## src/rtl/hack_control.sv

```systemverilog
// Multi-cycle Hack CPU control unit: fetches instructions, holds A/D/PC, drives the
// external combinational ALU and sequences data-memory reads/writes over valid/ack.
module hack_control (
    input  logic        clk,
    input  logic        reset,
    output logic        instr_req,
    output logic [14:0] instr_addr,
    input  logic        instr_valid,
    input  logic [15:0] instr,
    output logic        mem_rd,
    output logic        mem_wr,
    output logic [14:0] mem_addr,
    output logic [15:0] mem_wdata,
    input  logic [15:0] mem_rdata,
    input  logic        mem_ack,
    output logic [15:0] alu_x,
    output logic [15:0] alu_y,
    output logic        c1,
    output logic        c2,
    output logic        c3,
    output logic        c4,
    output logic        c5,
    output logic        c6,
    input  logic [15:0] alu_out,
    input  logic        alu_zo,
    input  logic        alu_ng
);

    typedef enum logic [2:0] {
        FETCH  = 3'd0,
        DECODE = 3'd1,
        MEMRD  = 3'd2,
        EXEC   = 3'd3,
        MEMWR  = 3'd4
    } state_t;

    state_t      state_reg;
    state_t      state_next;
    logic [14:0] pc_reg;
    logic [14:0] aold_reg;
    logic [15:0] a_reg;
    logic [15:0] d_reg;
    logic [15:0] ir_reg;
    logic [15:0] m_reg;
    logic [15:0] r_reg;
    logic        instr_req_reg;
    logic        mem_rd_reg;
    logic        mem_wr_reg;

    logic [14:0] pc_inc;
    logic        jump_taken;

    assign pc_inc     = pc_reg + 15'd1;
    assign jump_taken = (ir_reg[2] & alu_ng)
                      | (ir_reg[1] & alu_zo)
                      | (ir_reg[0] & ~alu_zo & ~alu_ng);

    always_comb begin
        state_next = state_reg;
        case (state_reg)
            FETCH: begin
                if (instr_valid) state_next = DECODE;
            end
            DECODE: begin
                if (!ir_reg[15])     state_next = FETCH;
                else if (ir_reg[12]) state_next = MEMRD;
                else                 state_next = EXEC;
            end
            MEMRD: begin
                if (mem_ack) state_next = EXEC;
            end
            EXEC: begin
                state_next = ir_reg[3] ? MEMWR : FETCH;
            end
            MEMWR: begin
                if (mem_ack) state_next = FETCH;
            end
            default: state_next = FETCH;
        endcase
    end

    // Strobes are flopped from the next state so they come straight out of registers.
    always_ff @(posedge clk) begin
        if (reset) begin
            state_reg     <= FETCH;
            pc_reg        <= '0;
            aold_reg      <= '0;
            a_reg         <= '0;
            d_reg         <= '0;
            ir_reg        <= '0;
            m_reg         <= '0;
            r_reg         <= '0;
            instr_req_reg <= 1'b1;
            mem_rd_reg    <= 1'b0;
            mem_wr_reg    <= 1'b0;
        end else begin
            state_reg     <= state_next;
            instr_req_reg <= (state_next == FETCH);
            mem_rd_reg    <= (state_next == MEMRD);
            mem_wr_reg    <= (state_next == MEMWR);
            case (state_reg)
                FETCH: begin
                    if (instr_valid) ir_reg <= instr;
                end
                DECODE: begin
                    if (!ir_reg[15]) begin
                        a_reg  <= ir_reg;
                        pc_reg <= pc_inc;
                    end else begin
                        aold_reg <= a_reg[14:0];
                    end
                end
                MEMRD: begin
                    if (mem_ack) m_reg <= mem_rdata;
                end
                EXEC: begin
                    r_reg <= alu_out;
                    if (ir_reg[5]) a_reg <= alu_out;
                    if (ir_reg[4]) d_reg <= alu_out;
                    pc_reg <= jump_taken ? aold_reg : pc_inc;
                end
                default: begin
                end
            endcase
        end
    end

    assign instr_req  = instr_req_reg;
    assign mem_rd     = mem_rd_reg;
    assign mem_wr     = mem_wr_reg;
    assign instr_addr = pc_reg;

    // Writes go to the address A held before this instruction, even if dest includes A.
    assign mem_addr   = mem_wr_reg ? aold_reg : a_reg[14:0];
    assign mem_wdata  = r_reg;

    assign alu_x = d_reg;
    assign alu_y = ir_reg[12] ? m_reg : a_reg;
    assign {c1, c2, c3, c4, c5, c6} = ir_reg[11:6];

endmodule

```

## config.mk

```make
export PLATFORM = sky130hd
export DESIGN_NAME = hack_control
export DESIGN_NICKNAME = d
export VERILOG_FILES = /design/src/rtl/hack_control.sv
export SDC_FILE = /design/constraint.sdc
export NUM_CORES = 1
export LEC_CHECK = 0
export CORE_MARGIN = 2
export CORE_UTILIZATION = 43
export DETAILED_ROUTE_END_ITERATION = 8
export GPL_TIMING_DRIVEN = 1
export PLACE_DENSITY = 0.74
export SLEW_MARGIN = 20
export SYNTH_ARGS = -nofsm -noshare
export SYNTH_HDL_FRONTEND = slang
export SYNTH_SLANG_ARGS = --single-unit
```

## constraint.sdc

```tcl
create_clock -name clk -period 1.8 [get_ports clk]
set_clock_uncertainty 0.15 [all_clocks]
set_input_delay 0.36 -clock clk [delete_from_list [all_inputs] [get_ports clk]]
set_output_delay 0.36 -clock clk [all_outputs]
set_load 0.1 [all_outputs]
```

==> run_results.csv <==
group,metric,value,unit
logic_synthesis,synthDistinctLibCells,60,
sta,tightestPinTransition,0.389,ns
routing,vias,5225,
logic_synthesis,synth_enable_flop_cells,0,
sta,period_needed,1.96,ns
floorplan,ios,141,
routing,drt-total-wl,17.9,mm
setup_path,cp_data_arrival_time,1.45,ns
logic_synthesis,synth.most_common_cell,"nand2_1",
place,dp.cells,894,
clock_tree,cts.sinks,116,
global_routing,grtUsageTotal,28.7,%
floorplan,die_x,113,um
flow_run,cap_violations,0,
routing,drt_first_pass_iters,7,
floorplan,design.core.area,11500,um2
setup_path,max_stage_delay,0.39,ns
setup_path,crit_required,1.29,ns
finish,antenna_cells,0,
outcome,violations,"design-rule violations, negative setup slack",
setup_path,cpMaxStageDelayCell,"dfxtp_4",
sta,rsz0062_at_grt,"yes",
sta,final_hold_viol_count,0,
sta,relSlewSlack,73.7,%
setup_path,path_buf_inv,2,
clock_tree,clock-root-buffer,"clkbuf_16",
logic_synthesis,netlist_instances,608,
pwr,power,7780,uW
place,hpwl,12.6,mm
setup_path,crit_fanout,8,
finish,area_growth,71.6,%
routing,routedWlPerCell,19.2,um
clock_tree,cts_tree,"built",
logic_synthesis,ys_warn_count,0,
finish,drive_gt1_share,31.3,%
setup_path,cp_top_family,"flip-flops",
logic_synthesis,ys_seq_elements,116,
floorplan,dieHeight,113,um
sta,maxClockFrequency,509,MHz
global_routing,grt_antenna_before_repair,0,
global_routing,grt.overflow.total,0,
logic_synthesis,synth_nets,663,
sta,period_share,109,%
clock_tree,cts_max_level,4,
pwr,ir_worst_vdd,0.000636,V
logic_synthesis,ys_seq_area_share,45.5,%
routing,drtIter0Drc,389,
clock_tree,clk_latency,0.41,ns
place,gp_congestion,0.886,
setup_path,reg2reg_from,"ir_reg[2]$_SDFFE_PP0P_",
routing,ant_nets,0,
floorplan,start_util,44.3,%
finish,utilization,76.1,%
global_routing,grt_pass1_vias,5412,
worst_hold_path,worstHoldStart,"reset",
outcome,status,"complete, but fails checks",
logic_synthesis,yosys-top-cells-count,"183 x nand2_1, 116 x dfxtp_1, 91 x a21oi_1, 33 x mux2_2, 24 x nor2_1",
finish,finalNonFillerCells,933,
global_routing,grt_max_degree,59,
pwr,p_per_area,887,nW/um2
floorplan,floorplan.rows,39,
routing,drc_errors,6,
global_routing,grt_pass1_wl,28.4,mm
clock_tree,cts.path.max_buffers,2,
setup_path,worstSetupStartpointType,"flop",
sta,fin_ws,-0.164,ns
setup_path,endpoint_kind,"primary output",
routing,avgViaCountPerCell,5.60,
logic_synthesis,synth.top_cell.area_share,45.5,%
worst_hold_path,hold_path.class,"input pin to flop",
setup_path,path_class,"flop to primary output",
logic_synthesis,ys_async_sr_fraction,0,%
sta,setup_viol,31,
clock_tree,path_clk_slew,0.05,ns
clock_tree,cts_inserted_buffers,17,
logic_synthesis,yosys_most_used_dff,"dfxtp_1",
finish,nets,832,
setup_path,crit_path_cell_trace,"buf_12, mux2_4, buf_12",
setup_path,crit_path_frequent_cell,"buf_12",
sta,final_max_slew_viol_count,0,
logic_synthesis,ys_top_cells_by_area,"dfxtp_1 45%, nand2_1 13%, a21oi_1 8.9%",
logic_synthesis,synth_top_cell_by_area,"dfxtp_1",
pwr,p_leak,0.00324,uW
floorplan,die-area,12800,um2
logic_synthesis,syn_area_per_cell,8.40,um2
setup_path,setup.worst_path.start,"ir_reg[12]$_SDFFE_PP0P_",
logic_synthesis,synth_area,5110,um2
place,port_buffers,140,
## metrics by stage
step / worst slack, ns / setup TNS, ns / hold WS, ns / cell area [um2]
5_1_grt: -0.193 / -5.22 / 0.175 / 8760
3_3_place_gp: -0.492 / -9.72 / 0.291 / 7920
2_1_floorplan: -0.110 / -1.43 / 0.283 / 5270
6_report: -0.164 / -4.31 / 0.185 / 8760
3_5_place_dp: -0.542 / -11.08 / 0.298 / 7920
4_1_cts: -0.171 / -4.39 / 0.170 / 8710
## worst reg2reg max path: cells and delay by family, from the launching register on
| family | cells | cell delay (ns) |
|---|---|---|
| compound gates | 3 | 0.70 |
| flops | 1 | 0.35 |
| mux | 1 | 0.30 |
| buf+inv | 1 | 0.16 |
## final cells by class
type                       count  area (um2)
timing repair buffer         196        2850
fill                         734        2750
multi-input combinational    437        2690
sequential                   116        2380
clock buffer                  19         454
clock inverter                13         179
tap                          143         179
inverter                       9        33.8
## final timing paths
path	end	slack [ns]	cells past startpoint
setup reg to reg	instr_addr[6]$_SDFFE_PP0P_	0.03	5
hold reg to reg	ir_reg[13]$_SDFFE_PP0P_	0.31	2
setup / recovery	alu_y[7]	-0.16	3
hold / removal	a_reg[15]$_SDFFE_PP0P_	0.19	2
## cell families (layout without fill, tap and decap cells)
logic type | after synthesis | count (layout) | share of synthesized area [%]
multiplexers | 41 | 41 | 9.04
flip-flops | 116 | 116 | 45.5
adder cells (fa/ha/maj) | 1 | 1 | 0.245
buffers and inverters | 55 | 237 | 5.15
AO/OA/AOI/OAI | 139 | 139 | 17.6
AND/OR/NAND/NOR | 256 | 256 | 22.5
## metal layers
layer	GRT usage [%]	routed length [um]	vias up
met5	0	0	-
met4	11.5	568	0
met3	7.82	1190	38
met2	49.8	9050	207
met1	33.7	7100	2517
li1	-	-	2463
## repair_timing
item | CTS | global route
resized for setup | 26 | 7
pin swaps | 0 | 3
cloned | 1 | 1
setup endpoints to repair | 43 | 64
buffers inserted | 3 | 2
endpoints found under the hold margin | 0 | 0
hold buffers | 0 | 0
## report_power, final
part           leakage, uW  switching, uW  internal, uW  total [uW]
Combinational      0.00199            863           603        1470
Clock             0.000302           1200          2390        3590
Sequential        0.000953            101          2620        2720
Total              0.00324           2170          5610        7780
## cells in the final DEF (no fill, tap or decap), types with 5 or more instances in the layout
master and instances:
a21oi_1 91, a311oi_1 15, buf_12 96, buf_4 43, clkbuf_16 19, clkdlybuf4s50_1 50
dfxtp_1 99, dfxtp_4 16, inv_1 9, mux2_4 35, mux2i_1 6, nand2_1 182
nand3_1 5, nand4_1 8, nor2_1 24, o32ai_1 5
Note: power is estimated with default switching activity, not from simulation.
